**config.mk**
```make
export PLATFORM = sky130hd
export DESIGN_NAME = ras_ckpt_predictor
export DESIGN_NICKNAME = d
export VERILOG_FILES = /design/src/rtl/ras_pkg.sv /design/src/rtl/ras_ckpt_fifo.sv /design/src/rtl/ras_ckpt_predictor.sv
export SDC_FILE = /design/constraint.sdc
export NUM_CORES = 2
export LEC_CHECK = 0
export ABC_AREA = 1
export ABC_CLOCK_PERIOD_IN_PS = 5300
export BUFFER_PORTS_ARGS = -buffer_cell sky130_fd_sc_hd__buf_4
export CAP_MARGIN = 10
export CELL_PAD_IN_SITES_DETAIL_PLACEMENT = 0
export CELL_PAD_IN_SITES_GLOBAL_PLACEMENT = 1
export CORE_MARGIN = 2
export CORE_UTILIZATION = 45
export DETAILED_ROUTE_END_ITERATION = 8
export PLACE_DENSITY_LB_ADDON = 0.1
export SLEW_MARGIN = 20
export SYNTH_ARGS = -nofsm -noshare
export SYNTH_HDL_FRONTEND = slang
export SYNTH_HIERARCHICAL = 1
export SYNTH_SLANG_ARGS = --single-unit
```
**constraint.sdc**
```tcl
create_clock -name clk_i -period 5.3 [get_ports clk_i]
set_input_delay 0.53 -clock clk_i [delete_from_list [all_inputs] [get_ports clk_i]]
set_output_delay 0.53 -clock clk_i [all_outputs]
set_load 0.05 [all_outputs]
```
**src/rtl/ras_pkg.sv**
```systemverilog
// Shared sizing constants and the checkpoint record for the return-address stack predictor.
package ras_pkg;

  // Checkpoint fields are sized for the largest supported stack so one record type serves every instance.
  localparam int unsigned XLEN_MAX       = 64;
  localparam int unsigned RAS_DEPTH_MAX  = 64;
  localparam int unsigned CKPT_DEPTH_DEF = 8;

  localparam int unsigned RAS_PTR_W  = $clog2(RAS_DEPTH_MAX);
  localparam int unsigned RAS_CNT_W  = $clog2(RAS_DEPTH_MAX + 1);
  localparam int unsigned CKPT_PTR_W = $clog2(CKPT_DEPTH_DEF);

  typedef struct packed {
    logic [RAS_PTR_W-1:0] tos;
    logic [RAS_CNT_W-1:0] count;
    logic                 wr_en;
    logic [RAS_PTR_W-1:0] wr_slot;
    logic [XLEN_MAX-1:0]  old_data;
  } ras_ckpt_t;

endpackage

```
**src/rtl/ras_ckpt_fifo.sv**
```systemverilog
// In-order queue of RAS checkpoints; exposes the two oldest entries for commit/flush repair.
module ras_ckpt_fifo
  import ras_pkg::*;
#(
  parameter int unsigned DEPTH = CKPT_DEPTH_DEF
) (
  input  logic                       clk_i,
  input  logic                       rst_ni,
  input  logic                       push,
  input  logic                       pop,
  input  logic                       clear,
  input  ras_ckpt_t                  wr_data,
  output ras_ckpt_t                  oldest_c,
  output ras_ckpt_t                  second_c,
  output logic [$clog2(DEPTH+1)-1:0] occ,
  output logic                       full_c,
  output logic                       empty_c
);

  localparam int unsigned PTR_W = $clog2(DEPTH);
  localparam int unsigned OCC_W = $clog2(DEPTH + 1);

  ras_ckpt_t        mem_q [DEPTH];
  logic [PTR_W-1:0] head_q;
  logic [PTR_W-1:0] tail_q;
  logic [OCC_W-1:0] occ_q;

  assign oldest_c = mem_q[head_q];
  assign second_c = mem_q[head_q + PTR_W'(1)];
  assign occ      = occ_q;
  assign full_c   = (occ_q == OCC_W'(DEPTH));
  assign empty_c  = (occ_q == '0);

  always_ff @(posedge clk_i or negedge rst_ni) begin
    if (!rst_ni) begin
      head_q <= '0;
      tail_q <= '0;
      occ_q  <= '0;
    end else if (clear) begin
      head_q <= '0;
      tail_q <= '0;
      occ_q  <= '0;
    end else begin
      if (push) tail_q <= tail_q + PTR_W'(1);
      if (pop)  head_q <= head_q + PTR_W'(1);
      if (push && !pop)      occ_q <= occ_q + OCC_W'(1);
      else if (pop && !push) occ_q <= occ_q - OCC_W'(1);
    end
  end

  // Payload storage needs no reset: entries are only read while occupied.
  always_ff @(posedge clk_i) begin
    if (push && !clear) mem_q[tail_q] <= wr_data;
  end

endmodule

```
**src/rtl/ras_ckpt_predictor.sv**
```systemverilog
// Return-address stack with one checkpoint per in-flight op, repaired from the oldest live checkpoint on flush.
module ras_ckpt_predictor
  import ras_pkg::*;
#(
  parameter int unsigned XLEN       = 32,
  parameter int unsigned RAS_DEPTH  = 16,
  parameter int unsigned CKPT_DEPTH = 8
) (
  input  logic                           clk_i,
  input  logic                           rst_ni,
  input  logic                           stall_i,
  input  logic                           push_i,
  input  logic                           pop_i,
  input  logic [XLEN-1:0]                push_addr_i,
  input  logic                           commit_i,
  input  logic                           flush_i,
  output logic                           pred_valid_o,
  output logic [XLEN-1:0]                pred_addr_o,
  output logic                           ckpt_full_o,
  output logic [$clog2(RAS_DEPTH+1)-1:0] count_o
);

  localparam int unsigned PTR_W = $clog2(RAS_DEPTH);
  localparam int unsigned CNT_W = $clog2(RAS_DEPTH + 1);
  localparam int unsigned OCC_W = $clog2(CKPT_DEPTH + 1);

  if (RAS_DEPTH > RAS_DEPTH_MAX || XLEN > XLEN_MAX || RAS_DEPTH < 2 || CKPT_DEPTH < 2 ||
      (RAS_DEPTH & (RAS_DEPTH - 1)) != 0 || (CKPT_DEPTH & (CKPT_DEPTH - 1)) != 0) begin : g_bad_cfg
    $error("ras_ckpt_predictor: unsupported RAS_DEPTH/CKPT_DEPTH/XLEN");
  end

  logic [XLEN-1:0]  stack_q [RAS_DEPTH];
  logic [PTR_W-1:0] tos_q, tos_d, tos_m1;
  logic [CNT_W-1:0] cnt_q, cnt_d;

  logic             st_we;
  logic [PTR_W-1:0] st_idx;
  logic [XLEN-1:0]  st_wdata;

  ras_ckpt_t        ck_new, ck_oldest, ck_second, ck_rst;
  logic [OCC_W-1:0] ck_occ;
  logic             ck_full, ck_empty, ck_rst_vld;
  logic             op_acc, op_do, do_commit;

  assign tos_m1       = tos_q - PTR_W'(1);
  assign pred_addr_o  = stack_q[tos_m1];
  assign pred_valid_o = (cnt_q != '0);
  assign count_o      = cnt_q;
  assign ckpt_full_o  = ck_full;

  // A commit in the flush cycle retires the oldest op first, so repair comes from the next one.
  assign do_commit  = commit_i && !stall_i && !ck_empty;
  assign op_acc     = (push_i || pop_i) && !stall_i && !flush_i;
  assign op_do      = op_acc && (!ck_full || do_commit);
  assign ck_rst     = do_commit ? ck_second : ck_oldest;
  assign ck_rst_vld = do_commit ? (ck_occ >= OCC_W'(2)) : !ck_empty;

  always_comb begin
    tos_d    = tos_q;
    cnt_d    = cnt_q;
    st_we    = 1'b0;
    st_idx   = tos_q;
    st_wdata = push_addr_i;
    ck_new   = '0;
    ck_new.tos   = RAS_PTR_W'(tos_q);
    ck_new.count = RAS_CNT_W'(cnt_q);
    if (flush_i) begin
      if (ck_rst_vld) begin
        tos_d = PTR_W'(ck_rst.tos);
        cnt_d = CNT_W'(ck_rst.count);
        if (ck_rst.wr_en) begin
          st_we    = 1'b1;
          st_idx   = PTR_W'(ck_rst.wr_slot);
          st_wdata = XLEN'(ck_rst.old_data);
        end
      end
    end else if (op_do) begin
      if (push_i && pop_i && cnt_q != '0) begin
        st_we  = 1'b1;
        st_idx = tos_m1;
      end else if (push_i) begin
        st_we = 1'b1;
        tos_d = tos_q + PTR_W'(1);
        if (cnt_q != CNT_W'(RAS_DEPTH)) cnt_d = cnt_q + CNT_W'(1);
      end else if (cnt_q != '0) begin
        tos_d = tos_m1;
        cnt_d = cnt_q - CNT_W'(1);
      end
      ck_new.wr_en    = st_we;
      ck_new.wr_slot  = RAS_PTR_W'(st_idx);
      ck_new.old_data = XLEN_MAX'(stack_q[st_idx]);
    end
  end

  always_ff @(posedge clk_i or negedge rst_ni) begin
    if (!rst_ni) begin
      tos_q <= '0;
      cnt_q <= '0;
      for (int i = 0; i < int'(RAS_DEPTH); i++) stack_q[i] <= '0;
    end else begin
      tos_q <= tos_d;
      cnt_q <= cnt_d;
      if (st_we) stack_q[st_idx] <= st_wdata;
    end
  end

  ras_ckpt_fifo #(.DEPTH(CKPT_DEPTH)) u_ckpt (
    .clk_i    (clk_i),
    .rst_ni   (rst_ni),
    .push     (op_do),
    .pop      (do_commit),
    .clear    (flush_i),
    .wr_data  (ck_new),
    .oldest_c (ck_oldest),
    .second_c (ck_second),
    .occ      (ck_occ),
    .full_c   (ck_full),
    .empty_c  (ck_empty)
  );

  // Protocol checks on decode/execute handshakes.
  always_ff @(posedge clk_i) begin
    if (rst_ni) begin
      assert (!(commit_i && !stall_i && ck_empty))
        else $error("ras_ckpt_predictor: commit with no outstanding checkpoint");
      assert (!(op_acc && ck_full && !do_commit))
        else $error("ras_ckpt_predictor: RAS op accepted while checkpoint queue full");
    end
  end

endmodule

```
Word-level counts from Yosys, hierarchy flattened
Memory sizes are Yosys's and may differ from the RTL's.
Cells that the tools add are included.

storage, ports and cells
  ROM bits = 0
  memories = 1
  RAM bits = 640
  latch bits = 0
  output and inout bits = 39
  logic and storage cells = 121
  bits of input ports = 39
  flip-flop bits (word level) = 531

memories
  name          words  bits a word  read ports  clocked after memory_dff  write ports  line                 RTL
  u_ckpt.mem_q  8      80           2           0                         1            ras_ckpt_fifo.sv:23  ras_ckpt_t mem_q [DEPTH];

operators by class
  shifts and indexed selects = 0
  multiply operators = 0
  add/sub/neg operators = 8
  bitwise operators = 3
  divide/modulo/power cells = 0
  order comparisons = 5
  muxes and demuxes = 51
  equality and inequality tests = 5
  reduce and logical (&&, ||, !) cells = 27

operators by type and width
  cell                                                                          count
  512-bit bitwise mux                                                           1
  32-bit binary-select mux with 4-bit select                                    2
  32-bit two-way mux                                                            8
  71-bit two-way mux                                                            2
  32-bit demux with 4-bit select                                                1
  82-bit two-way mux                                                            1
  4-bit two-way mux                                                             16
  5-bit two-way mux                                                             7
  5-bit >= comparator, second input constant                                    3
  4-bit inverter with 5-bit output                                              3
  3-bit two-way mux                                                             4
  1-bit logical AND                                                             11
  1-bit two-way mux                                                             9
  4-bit by 1-bit adder with 4-bit output, second input constant                 2
  4-bit by 1-bit subtractor with 4-bit output, second input constant            2
  3-bit by 1-bit adder with 3-bit output, second input constant                 2
  1-bit zero test                                                               6
  3-bit nonzero test                                                            2
  5-bit by 1-bit adder with 5-bit output, second input constant                 1
  5-bit by 1-bit less-than comparator with 1-bit output, second input constant  1
  5-bit inequality test, second input constant                                  1
  5-bit AND reduction                                                           1
  5-bit nonzero test                                                            1
  5-bit by 1-bit subtractor with 5-bit output, second input constant            1
  other kinds (9)                                                               11

Longest topological paths before layout
  word-level depth = 15
  depth in mapped cells = 24

By module
The synthesis kept the hierarchy.

by module, submodules not included
  module              area each (um2)  instances  sequential area each (um2)  cells each
  ras_ckpt_fifo       35597.9          1          20429.6                     3798
  ras_ckpt_predictor  32356.0          1          13037.5                     4646

Worst setup path before layout
No wires, ideal clock.

  kind = reg2reg
  start point = register u_ckpt.occ_q[1] (netlist: u_ckpt/occ[1])
  end point = memory u_ckpt/mem_q[0][0] in the netlist's numbering, enable pin
  stages on the path, launching flop included = 9
  setup slack = -0.197 ns
  setup time = 0.527 ns
  data arrival time = 4.970 ns
  cells stage by stage = dfrtp_1 > inv_1 > nand2_1 > nor3_1 > a21oi_2 > nand2_1 > inv_1 > nand2_1 > nor2_1

on the way
  elaborated cells on any way between the ends = 10
  those cells by class = 1 x eq/ne; 2 x mux; 7 x reduce/logical

RTL lines
  item                                     line                      RTL
  start: declaration                       ras_ckpt_fifo.sv:26       logic [OCC_W-1:0] occ_q;
  start signal: assignment                 ras_ckpt_fifo.sv:46       if (push && !pop) occ_q <= occ_q + OCC_W'(1);
  start signal: assignment                 ras_ckpt_fifo.sv:47       else if (pop && !push) occ_q <= occ_q - OCC_W'(1);
  4-bit == test                            ras_ckpt_fifo.sv:31       assign full_c = (occ_q == OCC_W'(DEPTH));
  net ckpt_full_o                          ras_ckpt_predictor.sv:19  output logic ckpt_full_o,
  1-bit zero test                          ras_ckpt_predictor.sv:54  assign op_do = op_acc && (!ck_full || do_commit);
  1-bit logical OR                         ras_ckpt_predictor.sv:54
  1-bit logical AND                        ras_ckpt_predictor.sv:54
  net op_do                                ras_ckpt_predictor.sv:43  logic op_acc, op_do, do_commit;
  1-bit logical AND                        ras_ckpt_fifo.sv:53       if (push && !clear) mem_q[tail_q] <= wr_data;
  1-bit two-way mux                        ras_ckpt_fifo.sv:53
  1-bit two-way mux (not written as such)  ras_ckpt_fifo.sv:53
  end: declaration                         ras_ckpt_fifo.sv:23

The timed path passes the listed nets, and every way through them passes these cells.

Final worst setup path
  start point = register tos_q[1]
  end point = output pred_addr_o[11]

on the way
  word-level cells in the longest chain between the ends = 5

RTL lines
  item                                                    line                       RTL
  start: declaration                                      ras_ckpt_predictor.sv:33   logic [PTR_W-1:0] tos_q, tos_d, tos_m1;
  start signal: assignment                                ras_ckpt_predictor.sv:101  tos_q <= tos_d;
  4-bit by 1-bit subtractor with 4-bit output             ras_ckpt_predictor.sv:45   assign tos_m1 = tos_q - PTR_W'(1);
  4-bit inverter with 5-bit output (not written as such)  ras_ckpt_predictor.sv:46   assign pred_addr_o = stack_q[tos_m1];
  32-bit binary-select mux with 4-bit select              ras_ckpt_predictor.sv:46
  32-bit two-way mux (not written as such) (2 in series)  ras_ckpt_predictor.sv:46
  end: declaration                                        ras_ckpt_predictor.sv:18   output logic [XLEN-1:0] pred_addr_o,

Every way passes these cells. The select of a mux whose other input is x is not followed.

==> results.cfg <==
[sta]
clock.fmax_ghz = 0.2008
relSlewSlack_pct = 26.11
fin_crit_ns = 4.979
setup_viol = 0
min_period_over_period_pct = 93.94
hold_ws_ns = 0.2987
final.setup.worst_slack_ns = 0.3211
rsz0062_at_grt = false
fin_worst_skew_ns = 0.02542
timing.setup.tns_ns = 0
tightest_slew_ns = 1.108
maxSlewViolCount = 0
hold_viol_final = 0

[hold_path]
min_path_cells = 4
worst_hold_path_type = input pin to register

[critical_path]
reg2regPathDepth = 16
crit_path_end_kind = primary output
critPathTopFamily = buffers and inverters
critPathArrivalTime_ns = 4.45
required_ns = 4.77
crit_chain = inv_1, ha_4, clkinv_2, buf_4, buf_4, o21ai_0, o21ai_0, o221ai_1, nand2_1, buf_4
critical_path_class = register to primary output
cp_common_cell = buf_4
critPathSlowestCell = buf_4
cp.depth = 10
critPathBufInv = 5
slowest_delay_ns = 0.68
crit_fanout = 50
critPathLaunchType = register

[clock_network]
cts_buffer_depth = 3
cts_resized = 0
cts_buffers = 103
cts.sinks = 899
clk_latency_ns = 0.70
clk_pin_slew_ns = 0.06
htreeDepth = 3
cts_tree = done
clk_root_buffer_cell = clkbuf_16
post_cts.repair.setup_buffers = 0

[yosys]
synth.cell_area_mm2 = 0.05267
synth_warnings = 6
netlist_instances = 6819
syn_nets = 6869
syn_avg_cell_area_um2 = 7.724

[power]
p_total_w = 0.03783
p_leak_nw = 25.98
peakVddDrop_uv = 721.3
powerDensity_mw_per_mm2 = 661.5

[grt]
grt_max_degree = 252
grt_overflow_total = 0
antenna_found_initial = 6
track_usage_pct = 31.30
grt_pass1_wl_um = 286000
grt_pass1_vias = 43449

[route]
postRouteWirelength_um = 190500
dr_total_vias = 46817
ant_nets = 0
first_pass_iters = 6
drt_iter0_drc = 5198
wl_per_cell_um = 23.45
vias_per_cell = 5.762
drc = 0

[floorplan]
rows = 125
io_pins = 78
start_util_pct = 45.33
die_width_um = 346.1
dieArea_mm2 = 0.1198
core_mm2 = 0.1162
fp.dieH_um = 346.1

[finish]
layout_commonest_cell = nand2_1
layout.nets = 6559
drive_above_1_share_pct = 9.471
fill_cells = 11316
area_growth_pct = 8.559
stdcell_count = 8125
final_cell_mix = 2529 x nand2_1, 804 x nand3_1, 527 x dfrtp_1, 506 x inv_1, 485 x o21ai_0

[placement]
numPortBuffers = 77
hpwlAfterDp_um = 106300
dpl.cell_count = 7927
place_congestion = 0.8214
dp_slack_ns = 0.9700

[job]
cap_violations = 0

[outcome]
status = completed
## per-layer routing
metal / up-vias / GRT usage, % / routed length (um)
li1: 21967 / - / -
met1: 22792 / 45.11 / 85790
met2: 1789 / 50.07 / 87170
met3: 269 / 3.588 / 13080
met4: 0 / 8.181 / 4463
met5: - / 0 / 0
## final cells by class
cell class | count | area (um2) | share of cell area (%)
Clock buffer | 152 | 3097 | 5.416
Tap cell | 1524 | 1907 | 3.335
Sequential cell | 899 | 24350 | 42.59
Antenna cell | 2 | 5.005 | 0.008753
Inverter | 526 | 1993 | 3.486
Timing Repair Buffer | 203 | 1913 | 3.346
Clock inverter | 43 | 436.7 | 0.7637
Multi-Input combinational cell | 4776 | 23480 | 41.06
## flip-flops by register name (all words and copies together), names as in the netlist
name	cells
tos_q	4
u_ckpt/tail_q	3
u_ckpt/occ	4
u_ckpt/head_q	3
count_o	5
stack_q	512
u_ckpt/mem_q	368
## power breakdown
group / switching (W) / leakage (nW) / internal [W]
clock: 0.00308 / 1.74 / 0.00442
sequential: 0.00148 / 10.3 / 0.00933
combinational: 0.0143 / 14.0 / 0.00521
## path summary, 6_finish.rpt
| kind | from | to | slack (ns) |
|---|---|---|---|
| setup reg to reg | u_ckpt/head_q[1] | stack_q[255] | 0.94 |
| setup / recovery | tos_q[1] | pred_addr_o[11] | 0.32 |
| hold / removal | push_i | tos_q[2] | 0.30 |
| min in group asynchronous | rst_ni | stack_q[456] | 0.41 |
| hold reg to reg | stack_q[495] | stack_q[495] | 0.47 |
| max in group asynchronous | rst_ni | stack_q[150] | 3.55 |
## worst register-to-register path, delay by kind of cell (launching register included)
family	cells	cell delay [ns]
and+or+nand+nor	12	2.01
buffers and inverters	2	0.77
DFF	1	0.65
xor gates and xnor gates	1	0.57
adders and majority gates	1	0.26
## timing repair
item,in CTS,in global routing
hold buffers,1,0
hold endpoints to repair,81,0
setup endpoints to repair,0,0
## stage by stage
stage | utilization, % | area (um2)
6_report | 49.21 | 57180
5_1_grt | 49.20 | 57170
4_1_cts | 49.20 | 57170
3_3_place_gp | 46.15 | 53630
2_1_floorplan | - | 52670
3_5_place_dp | 46.15 | 53630
No activity file was read; power rests on OpenSTA's default activity.
